--- src/rtl/mem_lsu_if.sv ---
// Data-memory bus between the MEM stage (master) and data memory (slave).
//
// Handshake: the master raises dmem_req_o with we/be/addr/wdata and holds
// all of them stable until the slave answers with dmem_gnt_i in the same
// cycle; the transfer is accepted on that clock edge. For a load the slave
// later returns the word with a one-cycle dmem_rvalid_i pulse, never in the
// grant cycle itself.
//
// Signals:
//   dmem_req_o     master -> slave   request valid
//   dmem_we_o      master -> slave   1 = store, 0 = load
//   dmem_be_o      master -> slave   byte enables
//   dmem_addr_o    master -> slave   word-aligned address
//   dmem_wdata_o   master -> slave   lane-replicated store data
//   dmem_gnt_i     slave  -> master  request accepted
//   dmem_rvalid_i  slave  -> master  load data valid
//   dmem_rdata_i   slave  -> master  load word
interface mem_lsu_if;
    logic        dmem_req_o;
    logic        dmem_we_o;
    logic [3:0]  dmem_be_o;
    logic [31:0] dmem_addr_o;
    logic [31:0] dmem_wdata_o;
    logic        dmem_gnt_i;
    logic        dmem_rvalid_i;
    logic [31:0] dmem_rdata_i;

    modport master (
        output dmem_req_o, dmem_we_o, dmem_be_o, dmem_addr_o, dmem_wdata_o,
        input  dmem_gnt_i, dmem_rvalid_i, dmem_rdata_i
    );

    modport slave (
        input  dmem_req_o, dmem_we_o, dmem_be_o, dmem_addr_o, dmem_wdata_o,
        output dmem_gnt_i, dmem_rvalid_i, dmem_rdata_i
    );
endinterface

--- src/rtl/mem_lsu.sv ---
// MEM stage of the RV32I pipeline: load/store unit.
//
// Turns EX->MEM bundles into word-aligned data-memory transactions, aligns
// byte lanes, sign/zero-extends load data and stalls EX (ready_mem_o=0)
// while an access is outstanding. Non-memory ops reach WB one cycle later.
//
// Ports:
//   clk, rstl               clock, synchronous active-low reset
//   valid_exe_i             EX bundle valid
//   opcode_exe_2_mem_i      LH=0 LB=1 LW=2 LBU=3 LHU=4 SW=5 SH=6 SB=7, else non-memory
//   rd_exe_2_mem_i          destination register
//   rd_data_exe_2_mem_i     EX result for non-memory ops
//   mem_address_i           byte address
//   mem_data_i              store data, right-justified
//   ready_mem_o             stage can accept a bundle (1 only in IDLE)
//   dmem                    data-memory bus (master side)
//   wb_valid_o              writeback pulse
//   rd_mem_2_wb_o           writeback register
//   rd_data_mem_2_wb_o      writeback data
//   misalign_o              pulse: misaligned access dropped
//   err_o                   pulse: access aborted on timeout
//   state_o                 current FSM state (0=IDLE 1=REQ 2=WAIT), debug
module mem_lsu #(
    parameter int TIMEOUT_CYCLES = 255,
    parameter int RD_W           = 11
) (
    input  logic              clk,
    input  logic              rstl,
    input  logic              valid_exe_i,
    input  logic [31:0]       opcode_exe_2_mem_i,
    input  logic [RD_W-1:0]   rd_exe_2_mem_i,
    input  logic [31:0]       rd_data_exe_2_mem_i,
    input  logic [31:0]       mem_address_i,
    input  logic [31:0]       mem_data_i,
    output logic              ready_mem_o,
    mem_lsu_if.master         dmem,
    output logic              wb_valid_o,
    output logic [RD_W-1:0]   rd_mem_2_wb_o,
    output logic [31:0]       rd_data_mem_2_wb_o,
    output logic              misalign_o,
    output logic              err_o,
    output logic [1:0]        state_o
);

    localparam logic [2:0] OP_LH  = 3'd0;
    localparam logic [2:0] OP_LB  = 3'd1;
    localparam logic [2:0] OP_LW  = 3'd2;
    localparam logic [2:0] OP_LBU = 3'd3;
    localparam logic [2:0] OP_LHU = 3'd4;
    localparam logic [2:0] OP_SW  = 3'd5;
    localparam logic [2:0] OP_SH  = 3'd6;
    localparam logic [2:0] OP_SB  = 3'd7;

    localparam int CNT_W = $clog2(TIMEOUT_CYCLES + 1);
    localparam logic [CNT_W-1:0] CNT_LIMIT = CNT_W'(TIMEOUT_CYCLES - 1);

    typedef enum logic [1:0] {
        S_IDLE = 2'd0,
        S_REQ  = 2'd1,
        S_WAIT = 2'd2
    } state_t;

    state_t           state_q, state_d;
    logic [CNT_W-1:0] cnt_q, cnt_d;

    // Latched transaction
    logic [2:0]       op_q;
    logic [RD_W-1:0]  rd_q;
    logic [31:0]      addr_q;
    logic             we_q;
    logic [3:0]       be_q;
    logic [31:0]      wdata_q;

    // Registered stage outputs
    logic             wb_valid_q;
    logic [RD_W-1:0]  wb_rd_q;
    logic [31:0]      wb_data_q;
    logic             misalign_q;
    logic             err_q;

    // Incoming-op decode
    logic       in_is_mem, in_is_byte, in_is_half, in_is_word, in_is_load, in_misaligned;
    logic [2:0] in_op;
    logic [3:0] st_be;
    logic [31:0] st_wdata;

    // Control strobes from the FSM
    logic pass_go, mem_go, misal_go, ld_done, timeout_go;

    // Load extraction
    logic [7:0]  ld_byte;
    logic [15:0] ld_half;
    logic [31:0] ld_data;

    assign in_op      = opcode_exe_2_mem_i[2:0];
    // Opcodes 0..7 are memory ops; any set upper bit makes it a pass-through.
    assign in_is_mem  = (opcode_exe_2_mem_i[31:3] == 29'd0);
    assign in_is_byte = (in_op == OP_LB) || (in_op == OP_LBU) || (in_op == OP_SB);
    assign in_is_half = (in_op == OP_LH) || (in_op == OP_LHU) || (in_op == OP_SH);
    assign in_is_word = (in_op == OP_LW) || (in_op == OP_SW);
    assign in_is_load = (in_op <= OP_LHU);
    assign in_misaligned = (in_is_half && mem_address_i[0]) ||
                           (in_is_word && (mem_address_i[1:0] != 2'b00));

    // Store lane placement; loads always fetch the whole word.
    always_comb begin
        st_be    = 4'b1111;
        st_wdata = mem_data_i;
        if (!in_is_load) begin
            if (in_is_byte) begin
                st_be    = 4'b0001 << mem_address_i[1:0];
                st_wdata = {4{mem_data_i[7:0]}};
            end else if (in_is_half) begin
                st_be    = mem_address_i[1] ? 4'b1100 : 4'b0011;
                st_wdata = {2{mem_data_i[15:0]}};
            end
        end
    end

    // Next-state logic and control strobes
    always_comb begin
        state_d    = state_q;
        cnt_d      = cnt_q;
        pass_go    = 1'b0;
        mem_go     = 1'b0;
        misal_go   = 1'b0;
        ld_done    = 1'b0;
        timeout_go = 1'b0;
        case (state_q)
            S_IDLE: begin
                if (valid_exe_i) begin
                    if (!in_is_mem) begin
                        pass_go = 1'b1;
                    end else if (in_misaligned) begin
                        misal_go = 1'b1;
                    end else begin
                        mem_go  = 1'b1;
                        state_d = S_REQ;
                        cnt_d   = '0;
                    end
                end
            end
            S_REQ: begin
                if (dmem.dmem_gnt_i) begin
                    // Stores complete on grant; loads wait for rvalid.
                    state_d = we_q ? S_IDLE : S_WAIT;
                    cnt_d   = '0;
                end else if (cnt_q == CNT_LIMIT) begin
                    timeout_go = 1'b1;
                    state_d    = S_IDLE;
                end else begin
                    cnt_d = cnt_q + CNT_W'(1);
                end
            end
            S_WAIT: begin
                if (dmem.dmem_rvalid_i) begin
                    ld_done = 1'b1;
                    state_d = S_IDLE;
                end else if (cnt_q == CNT_LIMIT) begin
                    timeout_go = 1'b1;
                    state_d    = S_IDLE;
                end else begin
                    cnt_d = cnt_q + CNT_W'(1);
                end
            end
            default: state_d = S_IDLE;
        endcase
    end

    // Pick the addressed lane of the returned word and extend it.
    always_comb begin
        case (addr_q[1:0])
            2'd0:    ld_byte = dmem.dmem_rdata_i[7:0];
            2'd1:    ld_byte = dmem.dmem_rdata_i[15:8];
            2'd2:    ld_byte = dmem.dmem_rdata_i[23:16];
            default: ld_byte = dmem.dmem_rdata_i[31:24];
        endcase
        ld_half = addr_q[1] ? dmem.dmem_rdata_i[31:16] : dmem.dmem_rdata_i[15:0];
        case (op_q)
            OP_LB:   ld_data = {{24{ld_byte[7]}}, ld_byte};
            OP_LBU:  ld_data = {24'd0, ld_byte};
            OP_LH:   ld_data = {{16{ld_half[15]}}, ld_half};
            OP_LHU:  ld_data = {16'd0, ld_half};
            default: ld_data = dmem.dmem_rdata_i;
        endcase
    end

    always_ff @(posedge clk) begin
        if (!rstl) begin
            state_q    <= S_IDLE;
            cnt_q      <= '0;
            op_q       <= '0;
            rd_q       <= '0;
            addr_q     <= '0;
            we_q       <= 1'b0;
            be_q       <= '0;
            wdata_q    <= '0;
            wb_valid_q <= 1'b0;
            wb_rd_q    <= '0;
            wb_data_q  <= '0;
            misalign_q <= 1'b0;
            err_q      <= 1'b0;
        end else begin
            state_q    <= state_d;
            cnt_q      <= cnt_d;
            wb_valid_q <= pass_go | ld_done;
            misalign_q <= misal_go;
            err_q      <= timeout_go;
            if (pass_go) begin
                wb_rd_q   <= rd_exe_2_mem_i;
                wb_data_q <= rd_data_exe_2_mem_i;
            end else if (ld_done) begin
                wb_rd_q   <= rd_q;
                wb_data_q <= ld_data;
            end
            if (mem_go) begin
                op_q    <= in_op;
                rd_q    <= rd_exe_2_mem_i;
                addr_q  <= mem_address_i;
                we_q    <= !in_is_load;
                be_q    <= st_be;
                wdata_q <= st_wdata;
            end
        end
    end

    assign ready_mem_o        = (state_q == S_IDLE);
    assign dmem.dmem_req_o    = (state_q == S_REQ);
    assign dmem.dmem_we_o     = we_q;
    assign dmem.dmem_be_o     = be_q;
    assign dmem.dmem_addr_o   = {addr_q[31:2], 2'b00};
    assign dmem.dmem_wdata_o  = wdata_q;
    assign wb_valid_o         = wb_valid_q;
    assign rd_mem_2_wb_o      = wb_rd_q;
    assign rd_data_mem_2_wb_o = wb_data_q;
    assign misalign_o         = misalign_q;
    assign err_o              = err_q;
    assign state_o            = state_q;

endmodule

--- src/flat_wrapper.sv ---
// flat-port wrapper written by rule: the top's interface ports become plain ports
module mem_lsu_flat 
#(
    parameter int TIMEOUT_CYCLES = 255,
    parameter int RD_W           = 11
)
  (clk, rstl, valid_exe_i, opcode_exe_2_mem_i, rd_exe_2_mem_i, rd_data_exe_2_mem_i, mem_address_i, mem_data_i, ready_mem_o, wb_valid_o, rd_mem_2_wb_o, rd_data_mem_2_wb_o, misalign_o, err_o, state_o, dmem_dmem_req_o, dmem_dmem_we_o, dmem_dmem_be_o, dmem_dmem_addr_o, dmem_dmem_wdata_o, dmem_dmem_gnt_i, dmem_dmem_rvalid_i, dmem_dmem_rdata_i);
  mem_lsu_if dmem_i ();
  input  logic clk;
  input  logic rstl;
  input  logic valid_exe_i;
  input  logic [31:0] opcode_exe_2_mem_i;
  input  logic [RD_W-1:0] rd_exe_2_mem_i;
  input  logic [31:0] rd_data_exe_2_mem_i;
  input  logic [31:0] mem_address_i;
  input  logic [31:0] mem_data_i;
  output logic ready_mem_o;
  output logic wb_valid_o;
  output logic [RD_W-1:0] rd_mem_2_wb_o;
  output logic [31:0] rd_data_mem_2_wb_o;
  output logic misalign_o;
  output logic err_o;
  output logic [1:0] state_o;
  output wire logic [$bits(dmem_i.dmem_req_o)-1:0] dmem_dmem_req_o;
  output wire logic [$bits(dmem_i.dmem_we_o)-1:0] dmem_dmem_we_o;
  output wire logic [$bits(dmem_i.dmem_be_o)-1:0] dmem_dmem_be_o;
  output wire logic [$bits(dmem_i.dmem_addr_o)-1:0] dmem_dmem_addr_o;
  output wire logic [$bits(dmem_i.dmem_wdata_o)-1:0] dmem_dmem_wdata_o;
  input wire logic [$bits(dmem_i.dmem_gnt_i)-1:0] dmem_dmem_gnt_i;
  input wire logic [$bits(dmem_i.dmem_rvalid_i)-1:0] dmem_dmem_rvalid_i;
  input wire logic [$bits(dmem_i.dmem_rdata_i)-1:0] dmem_dmem_rdata_i;
  assign dmem_dmem_req_o = dmem_i.dmem_req_o;
  assign dmem_dmem_we_o = dmem_i.dmem_we_o;
  assign dmem_dmem_be_o = dmem_i.dmem_be_o;
  assign dmem_dmem_addr_o = dmem_i.dmem_addr_o;
  assign dmem_dmem_wdata_o = dmem_i.dmem_wdata_o;
  assign dmem_i.dmem_gnt_i = dmem_dmem_gnt_i;
  assign dmem_i.dmem_rvalid_i = dmem_dmem_rvalid_i;
  assign dmem_i.dmem_rdata_i = dmem_dmem_rdata_i;
  mem_lsu #(.TIMEOUT_CYCLES(TIMEOUT_CYCLES), .RD_W(RD_W)) u_core (.clk(clk), .rstl(rstl), .valid_exe_i(valid_exe_i), .opcode_exe_2_mem_i(opcode_exe_2_mem_i), .rd_exe_2_mem_i(rd_exe_2_mem_i), .rd_data_exe_2_mem_i(rd_data_exe_2_mem_i), .mem_address_i(mem_address_i), .mem_data_i(mem_data_i), .ready_mem_o(ready_mem_o), .dmem(dmem_i), .wb_valid_o(wb_valid_o), .rd_mem_2_wb_o(rd_mem_2_wb_o), .rd_data_mem_2_wb_o(rd_data_mem_2_wb_o), .misalign_o(misalign_o), .err_o(err_o), .state_o(state_o));
endmodule
--- config.mk ---
export PLATFORM = sky130hd
export DESIGN_NAME = mem_lsu_flat
export DESIGN_NICKNAME = d
export VERILOG_FILES = /design/src/rtl/mem_lsu_if.sv /design/src/rtl/mem_lsu.sv /design/src/flat_wrapper.sv
export SDC_FILE = /design/constraint.sdc
export NUM_CORES = 1
export LEC_CHECK = 0
export ABC_AREA = 0
export BUFFER_PORTS_ARGS = -buffer_cell sky130_fd_sc_hd__buf_4
export CORE_MARGIN = 4
export CORE_UTILIZATION = 40
export CTS_BUF_LIST = sky130_fd_sc_hd__clkbuf_16
export CTS_CLUSTER_SIZE = 10
export DETAILED_ROUTE_END_ITERATION = 16
export PLACE_DENSITY = 0.68
export SYNTH_ARGS = -nofsm -noshare
export SYNTH_HDL_FRONTEND = slang
export SYNTH_SLANG_ARGS = --single-unit
--- constraint.sdc ---
create_clock -name clk -period 2.8 [get_ports clk]
set_clock_uncertainty 0.2 [all_clocks]
set_input_delay 0.14 -clock clk [delete_from_list [all_inputs] [get_ports clk]]
set_output_delay 0.14 -clock clk [all_outputs]
set_load 0.01 [all_outputs]
==> impl_metrics.toml, run 1 <==
[status]
outcome = "finished, final reports clean"

[min_path]
worstHoldStart = "dmem_dmem_rdata_i[1]"
hold_class = "primary input to flip-flop"

[logic_synthesis]
netlist.top_cell.by_area = "dfxtp_1"
postSynthCellCount = 864
yosysWarnings = 0
yosysSeqAreaShare = 0.387
synth_top_area_share = 0.387
synth-edff-count = 0
syn_area_per_cell_sq_um = 8.31
synth_ff_type = "dfxtp_1"
yosysUniqueCellTypes = 54
synthArstFlopShare = 0
ys_ff_latch = 139
ys_top_cells_by_area = "dfxtp_1 (39%), a21oi_1 (8.0%), nand3_1 (5.8%), o21ai_0 (5.6%), nand2_1 (4.3%)"
syn-cell-area_sq_um = 7180

[sta]
hold_violations = 0
setup_ws_ns = 0.0788
tightest_slew_ns = 1.20
report.final.slew_viol_count = 0
min_period_ns = 2.72
fmax_mhz = 367
relSlewSlack = 0.196
rsz0062_at_grt = "yes"
hold_ws_ns = 0.0340
min_period_over_period = 0.972
setup_violations = 0

[global_routing]
grt_use_total = 0.264
grt_overflow_total = 0
grt_max_degree = 97
antenna_found_initial = 0
grt_pass1_wl_mm = 43.2
grt_pass1_vias = 8010

[clock_tree]
cts_buffers = 17
clk_path_buf_depth = 2
htree_levels = 4
cts_tree = "yes"
clock_sinks = 139
cts.root.buffer_cell = "clkbuf_16"
clk_pin_slew_ns = 0.06
insertion_delay_ns = 0.42

[cells_and_area]
register_area_sq_um = 2780
area_delta_synth_final_pct = 57.9
n_antenna_cell = 0
nFillCells = 1440
multi_input_area_sq_um = 3800
layout_commonest_cell = "buf_4"
drive_gt1_frac = 0.318
final_nets = 1408
final_cell_mix = "buf_4 (315), dlygate4sd3_1 (140), dfxtp_1 (139), a21oi_1 (114), nand3_1 (83)"

[worst_setup_path]
critPathLaunchType = "primary input"
cpMostUsedCell = "dlygate4sd3_1"
arrival_ns = 2.88
critPathCaptureType = "flip-flop"
cp.required_ns = 2.96
timing.rr.start = "u_core.state_o[0]"
cp-startpoint = "opcode_exe_2_mem_i[0]"
timing.critical_path.buf_inv = 4
cp_top_family = "buffers and inverters"
path_cells = "dlygate4sd3_1, buf_4, nor3b_1, a21o_2, o211a_4, buf_16, a21oi_1, a311oi_1, dlygate4sd3_1"
crit_fanout = 35
slowest_delay_ns = 0.60
crit_type = "primary input to flip-flop"
crit_slowest_cell = "dlygate4sd3_1"

[floorplan]
start_util = 0.412
io_pins = 295
core_area_sq_um = 17400
die_h_um = 142
dieArea_sq_um = 20200
die_x_um = 142
fp-row-count = 48

[power]
p_clk_frac = 0.435
p_seq_frac = 0.414
swShare = 0.268
leakagePower_nw = 4.69
switching_power_mw = 1.32
irDropWorstVdd_uv = 440
internal-power_mw = 3.59
p_per_area_nw_per_um2 = 433
p_comb_frac = 0.151

[placed_design]
pre_cts_ws_ns = 0.389
port_buffers = 292
gp_congestion = 0.925
hpwl_mm = 18.3

[detailed_routing]
finalWirelength_mm = 27.8
postRouteAntennaNets = 0
route.vias.total = 8289
viasPerCell = 5.66
first_pass_iters = 6
first_iter_violations = 648
drc_errors = 0
wire_per_inst_um = 19.0

[run]
maxCapViolCount = 0
cells by family after synthesis:
| kind of cell | Yosys count | synth area share |
|---|---|---|
| AOI/OAI and AO/OA | 312 | 0.278 |
| and+or+nand+nor | 237 | 0.157 |
| DFF | 139 | 0.387 |
| buffers and inverters | 128 | 0.0906 |
| muxes | 41 | 0.0756 |
| adders and majority gates | 6 | 0.0105 |
| other | 1 | 0.000522 |
layout make-up:
class | instances | share of cell area
clock inverter | 15 | 0.0118
multi-input combinational | 598 | 0.335
inverter | 9 | 0.00309
tap | 225 | 0.0248
timing repair buffer | 461 | 0.342
sequential | 139 | 0.245
clock buffer | 17 | 0.0375
cells in the mapped netlist (6+ instances only):
cell type and n:
a32o_1 16, ha_1 6, a311oi_1 19, nor2b_1 6, mux2_2 10, clkbuf_1 61
mux2_1 6, a21oi_1 115, inv_1 9, buf_4 37, a211oi_1 15, o211ai_1 20
mux2i_1 16, nand3_1 83, nor2_1 28, dfxtp_1 139, nand4_1 9, nor4_1 7
buf_2 19, o21ai_0 80, nand2_1 82, mux4_2 9, a211o_1 16
power groups by stage:
stage / logic (mW) / registers [mW] / clock network (mW)
6_report: 0.744 / 2.03 / 2.13
2_1_floorplan: 0.220 / 2.09 / 0
3_3_place_gp: 0.572 / 2.08 / 0
3_5_place_dp: 0.574 / 2.08 / 0
5_1_grt: 0.793 / 2.04 / 2.26
4_1_cts: 0.725 / 2.03 / 2.18
path summary, 6_finish.rpt:
check / endpoint / slack [ns] / cells after the start
max: u_core.dmem.dmem_wdata_o[20] / 0.08 / 9
min: u_core.rd_data_mem_2_wb_o[1] / 0.03 / 5
max reg2reg: u_core.rd_data_mem_2_wb_o[7] / 0.19 / 8
min reg2reg: u_core.rd_data_mem_2_wb_o[26] / 0.27 / 1
flip-flops by register name, summed over array words and instances (netlist names):
signal and flops:
u_core.rd_mem_2_wb_o 11, u_core.addr_q 32, u_core.misalign_o 1, u_core.dmem.dmem_wdata_o 32, u_core.wb_valid_o 1, u_core.err_o 1, u_core.state_o 2, u_core.op_q 3
u_core.cnt_q 8, u_core.rd_q 11, u_core.dmem.dmem_be_o 4, u_core.dmem.dmem_we_o 1, u_core.rd_data_mem_2_wb_o 32
routing by layer:
metal,part of all wire,track usage
met1,0.40,0.339
met2,0.47,0.429
met3,0.097,0.0682
met4,0.031,0.0965
met5,0,0
through the flow:
step / area (sq um) / instances / TNS, ns / utilization / total power, mW
after floorplan: 7190 / 865 / 0 / - / 2.31
after global placement: 9280 / 1288 / 0 / 0.533 / 2.65
after detailed placement: 9280 / 1288 / 0 / 0.533 / 2.65
after CTS: 11200 / 1460 / 0 / 0.646 / 4.94
after global routing: 11300 / 1464 / -0.0767 / 0.651 / 5.09
final: 11300 / 1464 / 0 / 0.651 / 4.91
tightest hold or removal path: cells and delay by family:
kind | cells | cell delay, ns
buffers and inverters | 1 | 0.11
AND/OR/NAND/NOR | 2 | 0.17
AO/OA/AOI/OAI | 2 | 0.19
repair_timing:
item | CTS | global route
buffers inserted | 0 | 3
hold buffers | 140 | 0
gates resized for setup | 0 | 11
endpoints found under the setup margin | 0 | 10
hold endpoints to repair | 132 | 0
Power figures use the tool's default switching activity.
==> run 2, diff against run 1 <==
CELL_PAD_IN_SITES_DETAIL_PLACEMENT = 2   (was not set)
CELL_PAD_IN_SITES_GLOBAL_PLACEMENT = 2   (was not set)
CORE_UTILIZATION = 27   (was 40)
PLACE_DENSITY = 0.81   (was 0.68)
==> run 2 against run 1 <==
Net effect: final cell count up 6.9%; total power up 9.1%; worst setup slack better by 0.062 ns; core utilization down 21 points; routed wire length up 36%; final area up 0.94%; critical path depth down 1; clock-buffer cell count unchanged; flip-flop and latch count unchanged; via count up 3.8%; critical endpoint is now u_core.state_o[1]; largest cell class is now multi-input combinational cells.
==> impl_metrics.toml, run 2 (same netlist as run 1, synthesis figures left out) <==
[sta]
tns_ns = 0
report.final.slew_viol_count = 0
hold_violations = 0
fmax_mhz = 376
tightest_slew_ns = 1.20
rsz0062_at_grt = "no"
min_period_ns = 2.66
relSlewSlack = 0.196
hold_ws_ns = 0.0225
setup_violations = 0
min_period_over_period = 0.950

[worst_setup_path]
crit_fanout = 16
cpMostUsedCell = "dlygate4sd3_1"
crit_slowest_cell = "dlygate4sd3_1"
cp.required_ns = 2.96
cp_top_family = "buffers and inverters"
critPathCaptureType = "flip-flop"
slowest_delay_ns = 0.58
timing.critical_path.buf_inv = 3
critPathLaunchType = "primary input"
crit_type = "primary input to flip-flop"
arrival_ns = 2.82
path_cells = "dlygate4sd3_1, buf_4, nor3b_1, a21o_2, o2111ai_2, a21o_1, o32ai_1, dlygate4sd3_1"

[detailed_routing]
wire_per_inst_um = 24.2
dr_wl_met3_mm = 2.38
first_pass_iters = 5
finalWirelength_mm = 37.8
route.vias.total = 8600
postRouteAntennaNets = 0
wirelength_met1_mm = 15.0
highest_layer = "met4"
route.met2.wl_mm = 19.3
viasPerCell = 5.50
first_iter_violations = 494
drc_errors = 0

[placed_design]
hpwl_mm = 22.4
gp_congestion = 0.765
port_buffers = 292

[floorplan]
die_x_um = 171
die_h_um = 171
start_util = 0.275
io_pins = 295
fp-row-count = 59
core_area_sq_um = 26100
dieArea_sq_um = 29300

[clock_tree]
cts.root.buffer_cell = "clkbuf_16"
clock_sinks = 139
htree_levels = 4
insertion_delay_ns = 0.42
clk_path_buf_depth = 2
cts_tree = "yes"
cts_buffers = 17
clk_pin_slew_ns = 0.07

[power]
leakagePower_nw = 4.66
irDropWorstVdd_uv = 287
p_per_area_nw_per_um2 = 468

[cells_and_area]
final_nets = 1398
area_delta_synth_final_pct = 59.4
final_util = 0.438
layout_commonest_cell = "buf_4"
final_cell_mix = "buf_4 (314), dfxtp_1 (137), dlygate4sd3_1 (133), a21oi_1 (114), nand3_1 (83)"
drive_gt1_frac = 0.321

[global_routing]
grt_overflow_total = 0
grt_pass1_wl_mm = 57.3
grt_use_total = 0.250
antenna_found_initial = 1
grt_max_degree = 64
grt_pass1_vias = 9715

[status]
outcome = "finished, final reports clean"

[min_path]
hold_class = "primary input to flip-flop"

[run]
maxCapViolCount = 0
[run 2: path summary, 6_finish.rpt]
check / startpoint / to / slack [ns] / cells after the start
worst max-delay path: opcode_exe_2_mem_i[0] / u_core.state_o[1] / 0.14 / 8
worst min-delay path: mem_data_i[28] / u_core.dmem.dmem_wdata_o[28] / 0.02 / 5
worst max register to register: u_core.state_o[0] / u_core.rd_data_mem_2_wb_o[7] / 0.16 / 8
worst min register to register: u_core.rd_q[3] / u_core.rd_mem_2_wb_o[3] / 0.28 / 2
[run 2: timing repair]
action | in CTS | in global routing
hold endpoints to repair | 130 | 0
hold buffers | 133 | 0
gates resized for setup | 0 | 8
endpoints found under the setup margin | 0 | 4
setup buffers | 0 | 1
[run 2: metrics by stage]
stage / setup slack, ns / std cells / total power [mW] / instance area (sq um)
2_1_floorplan: 0.536 / 865 / 2.31 / 7190
3_3_place_gp: 0.358 / 1398 / 2.66 / 9440
3_5_place_dp: 0.243 / 1398 / 2.68 / 9440
4_1_cts: 0.0423 / 1563 / 5.37 / 11400
5_1_grt: 0.0240 / 1565 / 5.56 / 11400
6_report: 0.141 / 1565 / 5.36 / 11400
[run 2: report_power, final]
part | switching, mW | total [mW] | leakage, nW | internal [mW]
Sequential | 0.0258 | 2.04 | 1.13 | 2.01
Combinational | 0.357 | 0.775 | 3.22 | 0.419
Clock | 1.08 | 2.54 | 0.314 | 1.46
[run 2: final cells by class]
class / count / area, sq um
fill: 2824 / 14700
multi-input combinational: 598 / 3790
timing repair buffer: 451 / 3760
sequential: 139 / 2790
clock buffer: 17 / 425
tap: 335 / 419
clock inverter: 15 / 221
inverter: 9 / 36.3
antenna: 1 / 2.50
[run 2: tightest hold or removal path, delay by kind of cell]
kind / cells / cell delay [ns]
buf+inv: 1 / 0.12
simple gates: 2 / 0.15
compound gates: 2 / 0.17
[run 2: per-layer routing]
layer / up-vias / GRT usage
li1: 3881 / -
met1: 4322 / 0.293
met2: 333 / 0.446
met3: 64 / 0.0598
met4: 0 / 0.0858
met5: - / 0
==> run 3, diff against run 2 <==
--- a/config.mk
+++ b/config.mk
@@ -8,8 +8,9 @@
 export ABC_AREA = 0
 export BUFFER_PORTS_ARGS = -buffer_cell sky130_fd_sc_hd__buf_4
-export CELL_PAD_IN_SITES_DETAIL_PLACEMENT = 2
-export CELL_PAD_IN_SITES_GLOBAL_PLACEMENT = 2
+export CELL_PAD_IN_SITES_DETAIL_PLACEMENT = 1
+export CELL_PAD_IN_SITES_GLOBAL_PLACEMENT = 1
+export CORE_ASPECT_RATIO = 1.1
 export CORE_MARGIN = 4
-export CORE_UTILIZATION = 27
+export CORE_UTILIZATION = 35
 export CTS_BUF_LIST = sky130_fd_sc_hd__clkbuf_16
 export CTS_CLUSTER_SIZE = 10
==> constraint.sdc (replaced) <==
create_clock -name clk -period 2.8 [get_ports clk]
set_clock_uncertainty 0.2 [all_clocks]
set_input_delay 0.14 -clock clk [delete_from_list [all_inputs] [get_ports clk]]
set_output_delay 0.14 -clock clk [all_outputs]
set_load 0.005 [all_outputs]
==> run 3 against run 2 <==
Net effect: flip-flop and latch count unchanged; via count decreased by 1.8%; final area decreased by 0.66%; worst hold slack gained 0.0099 ns; clock-buffer cell count unchanged; total power down 2.5%; clock power shrank 4%; final cell count down 5.3%; sequential share of layout area increased by 0.12 points; critical path depth unchanged; core utilization grew 13 points; die area fell by 22%; critical endpoint is now u_core.dmem.dmem_wdata_o[21]; highest routed layer unchanged.
==> impl_metrics.toml, run 3 (same netlist as run 1, synthesis figures left out) <==
[worst_setup_path]
rrSetupSlack_ns = 0.15
critPathCaptureType = "flip-flop"
arrival_ns = 2.85
timing.rr.start = "u_core.state_o[0]"
slowest_delay_ns = 0.60
reg2regPathDepth = 8
crit_fanout = 16
timing.rr.end = "u_core.dmem.dmem_wdata_o[21]"
critPathLaunchType = "primary input"
timing.critical_path.buf_inv = 4
cp.required_ns = 2.90
cp_top_family = "buffers and inverters"
crit_slowest_cell = "dlygate4sd3_1"
path_cells = "dlygate4sd3_1, buf_4, a311oi_4, o211ai_4, nor2_2, buf_4, a311oi_1, dlygate4sd3_1"
crit_type = "primary input to flip-flop"

[clock_tree]
htree_levels = 4
cts_buffers = 17
insertion_delay_ns = 0.41
clk_pin_slew_ns = 0.07
cts.root.buffer_cell = "clkbuf_16"
cts_tree = "yes"
clk_path_buf_depth = 2
clock_sinks = 139

[status]
outcome = "finished, final reports clean"

[detailed_routing]
route.vias.total = 8445
first_pass_iters = 5
finalWirelength_mm = 32.8
drc_errors = 0
first_iter_violations = 395
wire_per_inst_um = 22.2
postRouteAntennaNets = 0
viasPerCell = 5.70

[sta]
hold_ws_ns = 0.0324
relSlewSlack = 0.230
fmax_mhz = 364
report.final.slew_viol_count = 0
min_period_over_period = 0.982
min_period_ns = 2.75
hold_violations = 0
tns_ns = 0
setup_ws_ns = 0.0506
setup_violations = 0
tightest_slew_ns = 1.15

[floorplan]
core_area_sq_um = 20000
start_util = 0.359
fp-row-count = 54
dieArea_sq_um = 22900
die_h_um = 158
io_pins = 295
die_x_um = 145

[run]
maxCapViolCount = 0

[placed_design]
hpwl_mm = 19.6
port_buffers = 292
pre_cts_ws_ns = 0.312
gp_congestion = 0.822

[power]
irDropWorstVdd_uv = 405
p_per_area_nw_per_um2 = 460
leakagePower_nw = 4.69
p_total_mw = 5.23

[cells_and_area]
final_cell_mix = "buf_4 (305), dlygate4sd3_1 (140), dfxtp_1 (139), a21oi_1 (114), nand3_1 (83)"
n_antenna_cell = 0
drive_gt1_frac = 0.311
nFillCells = 2289
final_util = 0.569
final_nets = 1399
area_delta_synth_final_pct = 58.3
layout_commonest_cell = "buf_4"

[min_path]
holdPathEnd = "u_core.rd_data_mem_2_wb_o[9]"
hold_class = "primary input to flip-flop"
whs_path_depth = 5
worstHoldStart = "dmem_dmem_rdata_i[9]"

[global_routing]
grt_use_total = 0.280
grt_pass1_wl_mm = 50.2
grt_max_degree = 119
antenna_found_initial = 0
grt_pass1_vias = 9045
grt_overflow_total = 0
[run 3: changes by cell type in the layout (fill, tap and decap cells not counted), sizes merged, moves of 5 or more]
| cell | change |
|---|---|
| buf | -6 |
| inv | -5 |
| clkinv | +5 |
| dlygate4sd3 | +7 |
[run 3: tightest hold or removal path, stage by stage]
cell	delay, ns
buf_4	0.12
a21oi_1	0.11
o21ai_0	0.08
o211ai_1	0.09
a21oi_1	0.06
[run 3: cell type report]
type,count,area [sq um],share of cell area
multi-input combinational,598,3790,0.333
sequential,139,2780,0.245
timing repair buffer,452,3820,0.336
tap,252,315,0.0277
clock inverter,15,199,0.0175
inverter,9,36.3,0.00319
clock buffer,17,425,0.0374
[run 3: per-layer routing]
layer / track usage / share of wire
met4: 0.104 / 0.028
met1: 0.324 / 0.40
met2: 0.494 / 0.50
met3: 0.0746 / 0.073
met5: 0 / 0
[run 3: how the worst max path moves through the flow]
| stage | start | to | slack, ns | cells past startpoint |
|---|---|---|---|---|
| 6_report | mem_address_i[1] | u_core.dmem.dmem_wdata_o[21] | 0.05 | 8 |
| 5_1_grt | mem_address_i[1] | u_core.dmem.dmem_wdata_o[21] | -0.002 | 8 |
| 4_1_cts | mem_address_i[1] | u_core.dmem.dmem_wdata_o[21] | 0.06 | 8 |
| 3_5_place_dp | opcode_exe_2_mem_i[11] | u_core.rd_data_mem_2_wb_o[31] | 0.31 | 6 |
| 3_3_place_gp | opcode_exe_2_mem_i[11] | u_core.rd_data_mem_2_wb_o[17] | 0.35 | 6 |
| 2_1_floorplan | u_core.state_o[0] | u_core.rd_data_mem_2_wb_o[19] | 0.61 | 9 |
[run 3: through the flow]
step	std cells	area [sq um]
after floorplan	865	7190
after global placement	1310	9330
after detailed placement	1310	9330
after CTS	1482	11400
after global routing	1482	11400
final	1482	11400
[run 3: what timing repair did]
action                     4_1_cts  5_1_grt
hold buffers                   140        0
buffers inserted                 0        0
hold endpoints to repair       130        0
setup endpoints to repair        0        6
resized for setup                0        3
[run 3: power breakdown]
part | switching, mW | total [mW] | internal [mW]
registers | 0.0221 | 2.04 | 2.01
clock network | 0.942 | 2.44 | 1.50
logic | 0.334 | 0.751 | 0.417
